===== config.mk =====
export PLATFORM = sky130hd
export DESIGN_NAME = or18_operand_loader_flat
export DESIGN_NICKNAME = d
export VERILOG_FILES = /design/src/rtl/or18_operand_loader_pkg.sv /design/src/rtl/or18_operand_loader_if.sv /design/src/rtl/or18_sipo_reg.sv /design/src/rtl/or18_operand_loader.sv /design/src/flat_wrapper.sv
export SDC_FILE = /design/constraint.sdc
export NUM_CORES = 1
export LEC_CHECK = 0
export ABC_CLOCK_PERIOD_IN_PS = 3200
export BUFFER_PORTS_ARGS = -buffer_cell sky130_fd_sc_hd__buf_2
export CORE_ASPECT_RATIO = 0.5
export CORE_MARGIN = 2
export CORE_UTILIZATION = 43
export DETAILED_ROUTE_END_ITERATION = 16
export PLACE_DENSITY = 0.67
export SETUP_SLACK_MARGIN = 0.02
export SYNTH_ARGS = -nofsm -noshare
export SYNTH_HDL_FRONTEND = slang
export SYNTH_SLANG_ARGS = --single-unit
export TNS_END_PERCENT = 20

===== constraint.sdc =====
create_clock -name clk -period 3.2 [get_ports clk]
set_clock_uncertainty 0.2 [all_clocks]
set_input_delay 0.16 -clock clk [delete_from_list [all_inputs] [get_ports clk]]
set_output_delay 0.16 -clock clk [all_outputs]
set_load 0.02 [all_outputs]

===== src/rtl/or18_operand_loader_pkg.sv =====
// Shared constants and FSM state type for the 18-bit serial operand loader.
package or18_pkg;
   localparam int unsigned WIDTH = 18;
   localparam int unsigned CNT_W = $clog2(WIDTH);

   typedef enum logic [2:0] {
      IDLE,
      LOAD_A,
      LOAD_B,
      PARITY,
      HOLD
   } state_t;
endpackage


===== src/rtl/or18_operand_loader_if.sv =====
// Serial input / parallel operand output bus of the operand loader.
// parity_err exists only when OR18_LOADER_PARITY_EN is defined.
interface or18_operand_loader_if;
   import or18_pkg::*;

   logic             start;
   logic             ser_valid;
   logic             ser_in;
   logic [WIDTH-1:0] a_out;
   logic [WIDTH-1:0] b_out;
   logic             out_valid;
   logic             out_ready;
   logic             busy;
   logic             frame_err;
   logic             err_clr;
`ifdef OR18_LOADER_PARITY_EN
   logic             parity_err;

   modport master (output start, ser_valid, ser_in, out_ready, err_clr,
                   input  a_out, b_out, out_valid, busy, frame_err, parity_err);
   modport slave  (input  start, ser_valid, ser_in, out_ready, err_clr,
                   output a_out, b_out, out_valid, busy, frame_err, parity_err);
`else
   modport master (output start, ser_valid, ser_in, out_ready, err_clr,
                   input  a_out, b_out, out_valid, busy, frame_err);
   modport slave  (input  start, ser_valid, ser_in, out_ready, err_clr,
                   output a_out, b_out, out_valid, busy, frame_err);
`endif
endinterface


===== src/rtl/or18_sipo_reg.sv =====
// WIDTH-bit serial-in/parallel-out register written one bit at a time by index.
// q_nxt_c is the register contents including this cycle's write or clear.
module or18_sipo_reg
   import or18_pkg::*;
(
   input  logic             clk,
   input  logic             rst,
   input  logic             en,
   input  logic             clr,
   input  logic [CNT_W-1:0] idx,
   input  logic             d,
   output logic [WIDTH-1:0] q_nxt_c
);
   logic [WIDTH-1:0] q;

   always_comb begin
      q_nxt_c = q;
      if (clr) begin
         q_nxt_c = '0;
      end else if (en) begin
         q_nxt_c[idx] = d;
      end
   end

   always_ff @(posedge clk or posedge rst) begin
      if (rst) begin
         q <= '0;
      end else begin
         q <= q_nxt_c;
      end
   end
endmodule


===== src/rtl/or18_operand_loader.sv =====
// Bit-serial receiver assembling operand A then B (LSB first) and presenting them
// with a valid/ready handshake. Optional parity bit check: OR18_LOADER_PARITY_EN.
module or18_operand_loader
   import or18_pkg::*;
(
   input logic                  clk,
   input logic                  rst,
   or18_operand_loader_if.slave bus
);
   state_t           state, state_nxt;
   logic [CNT_W-1:0] cnt, cnt_nxt;
   logic             a_en, b_en, sr_clr;
   logic             ferr_set, perr_set, load_out;
   logic [WIDTH-1:0] a_nxt, b_nxt;

   logic [WIDTH-1:0] a_out_q, b_out_q;
   logic             out_valid_q, busy_q, frame_err_q;

   or18_sipo_reg u_sipo_a (
      .clk     (clk),
      .rst     (rst),
      .en      (a_en),
      .clr     (sr_clr),
      .idx     (cnt),
      .d       (bus.ser_in),
      .q_nxt_c (a_nxt)
   );

   or18_sipo_reg u_sipo_b (
      .clk     (clk),
      .rst     (rst),
      .en      (b_en),
      .clr     (sr_clr),
      .idx     (cnt),
      .d       (bus.ser_in),
      .q_nxt_c (b_nxt)
   );

   // State and bit counter
   always_ff @(posedge clk or posedge rst) begin
      if (rst) begin
         state <= IDLE;
         cnt   <= '0;
      end else begin
         state <= state_nxt;
         cnt   <= cnt_nxt;
      end
   end

   // Next state, capture enables and error/load strobes
   always_comb begin
      state_nxt = state;
      cnt_nxt   = cnt;
      a_en      = 1'b0;
      b_en      = 1'b0;
      sr_clr    = 1'b0;
      ferr_set  = 1'b0;
      perr_set  = 1'b0;
      load_out  = 1'b0;
      unique case (state)
         IDLE: begin
            if (bus.start) begin
               state_nxt = LOAD_A;
               cnt_nxt   = '0;
               sr_clr    = 1'b1;
            end
         end
         LOAD_A, LOAD_B: begin
            if (bus.start) begin
               ferr_set  = 1'b1;
               state_nxt = LOAD_A;
               cnt_nxt   = '0;
               sr_clr    = 1'b1;
            end else if (bus.ser_valid) begin
               a_en = (state == LOAD_A);
               b_en = (state == LOAD_B);
               if (cnt == CNT_W'(WIDTH - 1)) begin
                  cnt_nxt = '0;
                  if (state == LOAD_A) begin
                     state_nxt = LOAD_B;
                  end else begin
`ifdef OR18_LOADER_PARITY_EN
                     state_nxt = PARITY;
`else
                     state_nxt = HOLD;
                     load_out  = 1'b1;
`endif
                  end
               end else begin
                  cnt_nxt = cnt + 1'b1;
               end
            end
         end
`ifdef OR18_LOADER_PARITY_EN
         PARITY: begin
            if (bus.start) begin
               ferr_set  = 1'b1;
               state_nxt = LOAD_A;
               cnt_nxt   = '0;
               sr_clr    = 1'b1;
            end else if (bus.ser_valid) begin
               // Even parity: all data bits plus the parity bit must XOR to zero
               if (^{a_nxt, b_nxt, bus.ser_in}) begin
                  perr_set  = 1'b1;
                  state_nxt = IDLE;
               end else begin
                  state_nxt = HOLD;
                  load_out  = 1'b1;
               end
            end
         end
`endif
         HOLD: begin
            if (out_valid_q && bus.out_ready) begin
               state_nxt = IDLE;
            end
         end
         default: begin
            state_nxt = IDLE;
            cnt_nxt   = '0;
         end
      endcase
   end

   // Registered outputs; operands copy atomically when the frame completes
   always_ff @(posedge clk or posedge rst) begin
      if (rst) begin
         a_out_q     <= '0;
         b_out_q     <= '0;
         out_valid_q <= 1'b0;
         busy_q      <= 1'b0;
         frame_err_q <= 1'b0;
      end else begin
         out_valid_q <= (state_nxt == HOLD);
         busy_q      <= (state_nxt == LOAD_A) || (state_nxt == LOAD_B);
         if (load_out) begin
            a_out_q <= a_nxt;
            b_out_q <= b_nxt;
         end
         if (ferr_set) begin
            frame_err_q <= 1'b1;
         end else if (bus.err_clr) begin
            frame_err_q <= 1'b0;
         end
      end
   end

`ifdef OR18_LOADER_PARITY_EN
   logic parity_err_q;

   always_ff @(posedge clk or posedge rst) begin
      if (rst) begin
         parity_err_q <= 1'b0;
      end else if (perr_set) begin
         parity_err_q <= 1'b1;
      end else if (bus.err_clr) begin
         parity_err_q <= 1'b0;
      end
   end

   assign bus.parity_err = parity_err_q;
`else
   logic unused_perr;
   assign unused_perr = perr_set;
`endif

   assign bus.a_out     = a_out_q;
   assign bus.b_out     = b_out_q;
   assign bus.out_valid = out_valid_q;
   assign bus.busy      = busy_q;
   assign bus.frame_err = frame_err_q;
endmodule


===== src/flat_wrapper.sv =====
// flat-port wrapper written by rule: the top's interface ports become plain ports
module or18_operand_loader_flat import or18_pkg::*;
  (clk, rst, bus_start, bus_ser_valid, bus_ser_in, bus_out_ready, bus_err_clr, bus_a_out, bus_b_out, bus_out_valid, bus_busy, bus_frame_err);
  or18_operand_loader_if bus_i ();
  input logic clk;
  input logic rst;
  input wire logic [$bits(bus_i.start)-1:0] bus_start;
  input wire logic [$bits(bus_i.ser_valid)-1:0] bus_ser_valid;
  input wire logic [$bits(bus_i.ser_in)-1:0] bus_ser_in;
  input wire logic [$bits(bus_i.out_ready)-1:0] bus_out_ready;
  input wire logic [$bits(bus_i.err_clr)-1:0] bus_err_clr;
  output wire logic [$bits(bus_i.a_out)-1:0] bus_a_out;
  output wire logic [$bits(bus_i.b_out)-1:0] bus_b_out;
  output wire logic [$bits(bus_i.out_valid)-1:0] bus_out_valid;
  output wire logic [$bits(bus_i.busy)-1:0] bus_busy;
  output wire logic [$bits(bus_i.frame_err)-1:0] bus_frame_err;
  assign bus_i.start = bus_start;
  assign bus_i.ser_valid = bus_ser_valid;
  assign bus_i.ser_in = bus_ser_in;
  assign bus_i.out_ready = bus_out_ready;
  assign bus_i.err_clr = bus_err_clr;
  assign bus_a_out = bus_i.a_out;
  assign bus_b_out = bus_i.b_out;
  assign bus_out_valid = bus_i.out_valid;
  assign bus_busy = bus_i.busy;
  assign bus_frame_err = bus_i.frame_err;
  or18_operand_loader u_core (.clk(clk), .rst(rst), .bus(bus_i));
endmodule

==> flow_summary.toml <==
[job]
cap_violations = 0

[sta]
slew_viol_final = 0
fmax_mhz = 420
rsz0062_at_grt = "no"
min_period_over_period = 0.744
fin_tns_setup_ns = 0
slew_headroom = 0.525
finalHoldViolations = 0
finalCriticalPeriod_ns = 2.38
worstMarginPinSlew_ns = 0.713
timing.hold.ws_ns = 0.0530
setup_viol = 0

[synth]
syn_area_mm2 = 0.00365
ys_ff_latch = 82
ys_seq_area_frac = 0.562
yosys_warnings = 0
postSynthAreaPerCell_um2 = 10.1
yosys.cell_types.count = 41
syn_nets = 371
synth_cells = 360

[pwr]
power_density_mw_per_mm2 = 517
internal_power_uw = 1730
vdd_ir_drop_max_mv = 0.287
p_seq_frac = 0.473
power_uw = 2240
p_leak_uw = 0.00219
switching_share = 0.227
power.share.clock = 0.467
pwr-share-comb = 0.061
switchingPower_uw = 509

[final_layout]
mostFrequentLayoutCell = "nand2_1"
mostFrequentLayoutCells = "nand2_1 (150), dfrtp_1 (82), buf_2 (45)"
area_growth_pct = 18.8
final_nets = 419
num_antenna_cells = 0
layout-drive-gt1-share = 0.194
fillers = 740
instances_no_fill = 525

[critical_path]
worstSetupPathType = "reg -> reg"
path_max_fanout = 7
r2r_cells = 6
cp-start-kind = "register"
required_ns = 3.20
cp-end-kind = "register"
worstPathArrival_ns = 2.38

[detailed_routing]
vias = 2742
wire_per_inst_um = 15.0
drt_wl_total_um = 7880
avgViaCountPerCell = 5.22
met1_length_um = 4210
drtIter0Drc = 268
first_pass_iters = 4
drc = 0
top_layer_used = "met4"
ant_nets = 0
met3_length_um = 360
wl_met2_um = 3210

[clock_network]
cts_sinks = 82
clk_latency_ns = 0.34
clk_pin_slew_ns = 0.06
cts_setup_buffers = 0
cts-htree-levels = 3
cts_resized = 0
cts_tree = "built"
cts_root_buf = "clkbuf_16"
numCtsBuffers = 9
clockBufferDepth = 2

[hold_path]
min_path_type = "in -> reg"
hold_depth = 4

[floorplanning]
rows = 23
die_w_um = 134
die_area_mm2 = 0.00929
design.core.area_mm2 = 0.00812
initial_core_util = 0.450
ios = 46
die_y_um = 69.2

[grt]
antenna_found_initial = 0
grt_pass1_wl_um = 13700
grt_overflow = 0
gr-usage-all-layers = 0.186
grt_pass1_vias = 2702
grt_max_degree = 44

[placement]
gp_congestion = 0.895
port_buffers = 45
dp_hpwl_um = 5290
dp.cells = 504

[run_status]
outcome = "complete, no violations"
per-layer routing:
metal,GRT usage,vias to the layer above
li1,-,1341
met1,0.284,1334
met2,0.255,58
met3,0.0478,9
met4,0.0596,0
met5,0,-
power groups by stage:
stage / sequential (µW) / clock (µW) / combinational [µW]
4_1_cts: 1060 / 1070 / 137
5_1_grt: 1060 / 1120 / 152
3_3_place_gp: 1080 / 0 / 131
2_1_floorplan: 1070 / 0 / 94.7
3_5_place_dp: 1080 / 0 / 130
6_report: 1060 / 1050 / 136
repair_timing:
item | CTS | global route
endpoints found under the setup margin | 0 | 0
hold buffers | 5 | 0
hold endpoints to repair | 43 | 0
through the flow:
step / area [µm²] / util / setup slack [ns]
floorplan: 3650 / - / 0.732
global placement: 3980 / 0.491 / 0.924
detailed placement: 3980 / 0.491 / 0.915
CTS: 4340 / 0.535 / 0.874
global route: 4340 / 0.535 / 0.680
finish: 4340 / 0.535 / 0.820
cells in the mapped netlist, drive strengths merged:
master,count,area [µm²]
a21oi,2,10.0
ha,4,50.1
dfrtp,82,2050
o21ai,4,20.0
nor2b,4,25.0
nor2,6,22.5
o311ai,1,8.76
o21bai,1,7.51
nand4bb,1,11.3
buf,17,88.8
o31a,1,8.76
nand3,2,10.0
or3b,1,8.76
and4bb,1,12.5
inv,6,22.5
and3,8,50.1
a32o,34,340
xor2,1,8.76
nor3b,1,7.51
xnor2,1,8.76
or3,2,17.5
nor4,4,85.1
nor3,6,67.6
a21o,1,7.51
nand2,150,563
o211ai,1,7.51
o22ai,1,6.26
a2111oi,1,8.76
nor4b,1,15.0
nand2b,7,43.8
o2bb2ai,1,8.76
and4,1,8.76
clkbuf,3,11.3
nand4,1,6.26
mux2i,2,20.0
path summary, 6_finish.rpt:
check | startpoint | to | slack [ns]
max | u_core.cnt[0] | u_core.bus.b_out[16] | 0.82
min | bus_ser_valid | u_core.state[0] | 0.05
max reg2reg | u_core.cnt[0] | u_core.bus.b_out[16] | 0.82
min reg2reg | u_core.bus.a_out[17] | u_core.bus.a_out[17] | 0.27
max in group asynchronous | rst | u_core.u_sipo_b.q[10] | 1.87
min in group asynchronous | rst | u_core.u_sipo_b.q[13] | 0.27
logic make-up after synthesis:
logic type / count (synthesis) / share of synthesized area
XOR/XNOR: 2 / 0.00480
AND/OR/NAND/NOR: 196 / 0.261
buffers and inverters: 26 / 0.0336
flip-flops: 82 / 0.562
AO/OA/AOI/OAI: 48 / 0.119
adder cells (fa/ha/maj): 4 / 0.0137
multiplexers: 2 / 0.00548
worst max-delay path, cell delays in order (launching register included):
cell and delay (ns):
dfrtp_1 0.44, inv_1 0.11, ha_1 0.27, nor2b_1 0.45, nor4b_2 0.38, mux2i_1 0.29, a21oi_1 0.10
cell type report:
type / instances / area [µm²] / share of cell area
repair buffers: 57 / 340 / 0.0784
clock buffers: 12 / 256 / 0.0591
well taps: 112 / 140 / 0.0323
multi-input cells: 252 / 1480 / 0.340
clock inverters: 4 / 50.0 / 0.0115
inverters: 6 / 23.8 / 0.00548
flip-flops and latches: 82 / 2050 / 0.473
flip-flops by register name, summed over array words and instances, names as in the netlist:
name,count
u_core.bus.busy,1
u_core.state,3
u_core.bus.b_out,18
u_core.bus.frame_err,1
u_core.bus.out_valid,1
u_core.u_sipo_b.q,17
u_core.cnt,5
u_core.bus.a_out,18
u_core.u_sipo_a.q,18
No activity file was read; power rests on OpenSTA's default activity.
